$ cat config.mk
export PLATFORM = sky130hd
export DESIGN_NAME = seg_disp_arb
export DESIGN_NICKNAME = d
export VERILOG_FILES = /design/src/rtl/seg_disp_arb.sv
export SDC_FILE = /design/constraint.sdc
export NUM_CORES = 1
export LEC_CHECK = 0
export ABC_CLOCK_PERIOD_IN_PS = 2850
export BUFFER_PORTS_ARGS = -buffer_cell sky130_fd_sc_hd__buf_4
export CAP_MARGIN = 20
export CELL_PAD_IN_SITES_DETAIL_PLACEMENT = 1
export CELL_PAD_IN_SITES_GLOBAL_PLACEMENT = 1
export CORE_ASPECT_RATIO = 2
export CORE_MARGIN = 1.5
export CORE_UTILIZATION = 38
export DETAILED_ROUTE_END_ITERATION = 16
export PLACE_DENSITY = 0.84
export SYNTH_ARGS = -nofsm -noshare
export SYNTH_HDL_FRONTEND = slang
export SYNTH_SLANG_ARGS = --single-unit
$ cat constraint.sdc
create_clock -name clk -period 2.85 [get_ports clk]
set_input_delay 0.285 -clock clk [delete_from_list [all_inputs] [get_ports clk]]
set_output_delay 0.285 -clock clk [all_outputs]
set_load 0.03 [all_outputs]
$ cat src/rtl/seg_disp_arb.sv
// Round-robin arbiter that time-shares one 4-digit 7-segment display among NREQ requesters,
// holding each owner for at least MIN_TICKS and pre-empting it after MAX_TICKS if others wait.
module seg_disp_arb #(
  parameter int          NREQ       = 3,
  parameter int          CLK_DIV    = 50000,
  parameter int          MIN_TICKS  = 500,
  parameter int          MAX_TICKS  = 2000,
  parameter logic [15:0] IDLE_VALUE = 16'h0000
) (
  input  logic               clk,
  input  logic               rst,
  input  logic [NREQ-1:0]    req,
  input  logic [16*NREQ-1:0] data_in,
  output logic [15:0]        number,
  output logic [NREQ-1:0]    grant,
  output logic [1:0]         owner,
  output logic               busy
);

  localparam int PW = $clog2(CLK_DIV);
  localparam int DW = $clog2(MAX_TICKS + 1);
  localparam logic [DW-1:0] MIN_D = DW'(MIN_TICKS);
  localparam logic [DW-1:0] MAX_D = DW'(MAX_TICKS);

  typedef enum logic [1:0] {IDLE, HOLD, ARB} state_t;

  state_t        state, state_next;
  logic [PW-1:0] presc;
  logic          tick;
  logic [DW-1:0] dwell;
  logic [1:0]    last;
  logic [1:0]    win;
  logic          own_req;
  logic          others;
  logic          hold_exit;
  int            idx;

  assign tick = (presc == PW'(CLK_DIV - 1));

  // Round-robin search starting just after the previous owner, wrapping modulo NREQ.
  always_comb begin
    win = last;
    idx = 0;
    for (int k = NREQ; k >= 1; k--) begin
      idx = (int'(last) + k) % NREQ;
      if (req[idx]) win = 2'(idx);
    end
  end

  always_comb begin
    own_req    = req[owner];
    others     = |(req & ~grant);
    hold_exit  = (!own_req && dwell >= MIN_D) || (dwell >= MAX_D && others);
    state_next = state;
    case (state)
      IDLE:    if (|req) state_next = HOLD;
      HOLD:    if (hold_exit) state_next = ARB;
      ARB:     state_next = (|req) ? HOLD : IDLE;
      default: state_next = IDLE;
    endcase
  end

  always_ff @(posedge clk) begin
    if (rst) begin
      state  <= IDLE;
      presc  <= '0;
      dwell  <= '0;
      last   <= 2'(NREQ - 1);
      number <= IDLE_VALUE;
      grant  <= '0;
      owner  <= '0;
      busy   <= 1'b0;
    end else begin
      state <= state_next;
      presc <= tick ? '0 : presc + 1'b1;
      case (state)
        IDLE, ARB: begin
          if (|req) begin
            grant      <= '0;
            grant[win] <= 1'b1;
            owner      <= win;
            last       <= win;
            busy       <= 1'b1;
            dwell      <= '0;
          end else begin
            grant  <= '0;
            busy   <= 1'b0;
            number <= IDLE_VALUE;
          end
        end
        HOLD: begin
          // The shown value freezes whenever the owner lets go of its request line.
          if (own_req) number <= data_in[{owner, 4'b0000} +: 16];
          if (hold_exit) begin
            grant <= '0;
            busy  <= 1'b0;
          end else if (tick && dwell < MAX_D) begin
            dwell <= dwell + 1'b1;
          end
        end
        default: begin
          grant <= '0;
          busy  <= 1'b0;
        end
      endcase
    end
  end

endmodule

==> results.py <==
metrics = {
    "routing": {
        "first_iter_violations": 95,
        "drt_pass1_iterations": 4,
        "via_count": 2703,
        "wire_per_inst_um": 16.4,
        "ant_nets": 0,
        "drcViolationCount": 0,
        "drt-total-wl_um": 8190,
        "drt-vias-per-instance": 5.43,
    },
    "placed_design": {
        "place.gp.congestion": 0.836,
        "port_buffers": 74,
        "dpl.cell_count": 490,
        "dp_hpwl_um": 6350,
    },
    "sta": {
        "fmax_mhz": 424,
        "slew_violations": 0,
        "max_slew_margin_pct": 49.3,
        "setup_tns_ps": 0,
        "layout_min_cycle_time_ps": 2360,
        "hold_viol": 0,
        "setup_viol": 0,
        "fin_hold_ws_ps": 336,
        "worst_pin_slew_ps": 756,
        "rsz0062_at_grt": "no",
        "fin_crit_sh_pct": 82.8,
        "final.setup_skew_ps": 11.5,
    },
    "power": {
        "peakVddDrop_mv": 0.493,
        "p_leak_nw": 1.47,
        "p_per_area_mw_per_mm2": 581,
    },
    "worst_hold_path": {
        "hold_path.class": "in2reg",
    },
    "finish": {
        "area_growth_pct": 28.0,
        "nNetsFinal": 466,
        "stdcell_count": 498,
        "nFillCells": 891,
        "diodes": 0,
        "multi_input_area_mm2": 0.00162,
        "regArea_mm2": 0.00104,
        "drive_gt1_share_pct": 23.3,
    },
    "clock_network": {
        "clk_latency_ps": 300,
        "ctsResizeCount": 0,
        "h-tree-depth": 2,
        "clk_pin_slew_worst_paths_ps": 70,
        "clockBufferDepth": 2,
        "cts_buffers": 5,
        "hold_buffers": 0,
        "cts_tree": "done",
        "post-cts-setup-buffer-count": 0,
        "cts_root_buf": "clkbuf_16",
        "clock_sinks": 52,
    },
    "run_status": {
        "status": "completed",
    },
    "synthesis": {
        "async_reset_ff_share_pct": 0,
        "netlist_instances": 339,
        "synth_edf_count": 0,
        "synth_commonest_cells": "56 x nor2_1, 52 x dfxtp_1, 32 x nand2_1, 22 x o21ai_0, 17 x mux2i_1",
        "synthMostInstantiatedCell": "nor2_1",
        "yosys_register_bits": 52,
        "synth-seq-area-share_pct": 37.5,
        "yosys.area.top_type": "dfxtp_1",
        "yosysWarnings": 0,
        "avgSynthCellArea_um2": 8.18,
        "ys_types": 48,
        "syn_area_mm2": 0.00277,
        "synth_top_area_share_pct": 37.5,
        "syn-num-nets": 398,
        "synthTopCellsByArea": "dfxtp_1 38%, nor2_1 7.6%, mux2i_1 6.1%",
        "synth_flop_cell": "dfxtp_1",
    },
    "die": {
        "coreArea_mm2": 0.00699,
        "dieArea_mm2": 0.00785,
        "fp.dieW_um": 63.4,
        "ios": 75,
        "die_y_um": 124,
        "start_util_pct": 39.6,
        "rows": 43,
    },
    "critical_path": {
        "cpPeakStageDelay_ps": 470,
        "crit_path_max_fanout": 24,
        "endpoint_kind": "flop",
        "cp_common_cell": "nor3_1",
        "crit_slowest_cell": "or4b_1",
        "startpoint_type": "flop",
        "required_ps": 3080,
        "worstPathCellList": "buf_4 > ha_1 > nand2_1 > a32oi_1 > nor3_1 > nor3_1 > or4b_1 > a21oi_1",
        "crit_type": "reg2reg",
        "critPathArrivalTime_ps": 2590,
    },
    "global_route": {
        "antenna_found_initial": 0,
        "grt_usage_pct": 22.3,
        "grt_max_degree": 31,
        "grt_pass1_wl_um": 13600,
        "grt-ovfl-total": 0,
        "grt_pass1_vias": 2988,
    },
    "run": {
        "maxCapViolations": 0,
    },
}
-- where the power goes --
part	switching, W	internal [W]	leakage [nW]
registers	0.0000342	0.000774	0.422
clock network	0.000274	0.000347	0.0766
logic	0.000374	0.000261	0.968
total	0.000682	0.00138	1.47
-- cell usage in the layout, fill, tap and decap left out, types with 4 or more instances in the layout --
| cell type | netlist | layout |
|---|---|---|
| dfxtp_1 | 52 | 52 |
| nand2b_1 | 7 | 7 |
| a21oi_1 | 13 | 13 |
| a211oi_1 | 4 | 4 |
| ha_1 | 6 | 6 |
| clkbuf_16 | 0 | 5 |
| o21ai_0 | 22 | 22 |
| buf_4 | 1 | 79 |
| a22oi_1 | 16 | 16 |
| nand2_1 | 32 | 32 |
| xnor2_1 | 4 | 4 |
| nor2_1 | 56 | 56 |
| mux2i_1 | 17 | 17 |
| xor2_1 | 14 | 14 |
| nor3_1 | 4 | 4 |
| nand3_1 | 15 | 15 |
| and4_1 | 4 | 4 |
| inv_1 | 9 | 9 |
-- per-layer routing --
| layer | global-route usage, % | part of all wire (%) | vias up |
|---|---|---|---|
| met5 | 0 | 0 | - |
| met4 | 11.3 | 3.9 | 0 |
| met3 | 3.16 | 1.9 | 22 |
| met2 | 46.8 | 59 | 45 |
| met1 | 19.6 | 35 | 1310 |
| li1 | - | - | 1326 |
-- registers in the layout (all words and copies together), names as in the netlist --
register	count
state	2
last	1
number	16
presc	16
owner	2
dwell	11
busy	1
grant	3
-- path summary, 6_finish.rpt --
check / depth (start not counted) / end / start / slack, ps
worst max-delay path: 8 / grant[0]$_SDFFE_PP0P_ / owner[0]$_SDFFE_PP0P_ / 490
worst min register to register: 1 / presc[0]$_SDFF_PP0_ / presc[0]$_SDFF_PP0_ / 450
worst max register to register: 8 / grant[0]$_SDFFE_PP0P_ / owner[0]$_SDFFE_PP0P_ / 490
worst min-delay path: 5 / number[0]$_SDFFE_PP0P_ / data_in[32] / 340
-- critical path, delay by kind of cell (launching register included) --
kind / cells / cell delay (ps)
AOI/OAI and AO/OA: 2 / 320
and+or+nand+nor: 4 / 960
buffers and inverters: 1 / 350
adders and majority gates: 1 / 330
DFF: 1 / 340
-- cells by family (layout without fill, tap and decap cells) --
family	Yosys count	in the layout	share of synthesized area, %
AO/OA/AOI/OAI	73	73	18.0
adder cells (fa/ha/maj)	6	6	2.71
XOR/XNOR	18	18	5.69
AND/OR/NAND/NOR	146	146	25.9
buffers and inverters	27	96	4.02
flip-flops	52	52	37.5
multiplexers	17	17	6.14
-- final cells by class --
type | count | area share (%)
multi-input cells | 260 | 45.6
repair buffers | 79 | 16.7
clock buffers | 6 | 3.91
clock inverters | 2 | 0.282
flip-flops and latches | 52 | 29.3
well taps | 90 | 3.17
inverters | 9 | 0.952
-- through the flow --
stage / utilization (%) / power, W / instance area, µm² / worst slack, ps
2_1_floorplan: - / 0.00124 / 2770 / 443
3_3_place_gp: 48.6 / 0.00144 / 3400 / 606
3_5_place_dp: 48.6 / 0.00146 / 3400 / 508
4_1_cts: 50.8 / 0.00209 / 3550 / 496
5_1_grt: 50.8 / 0.00218 / 3550 / 293
6_report: 50.8 / 0.00206 / 3550 / 490
Power figures use the tool's default switching activity.
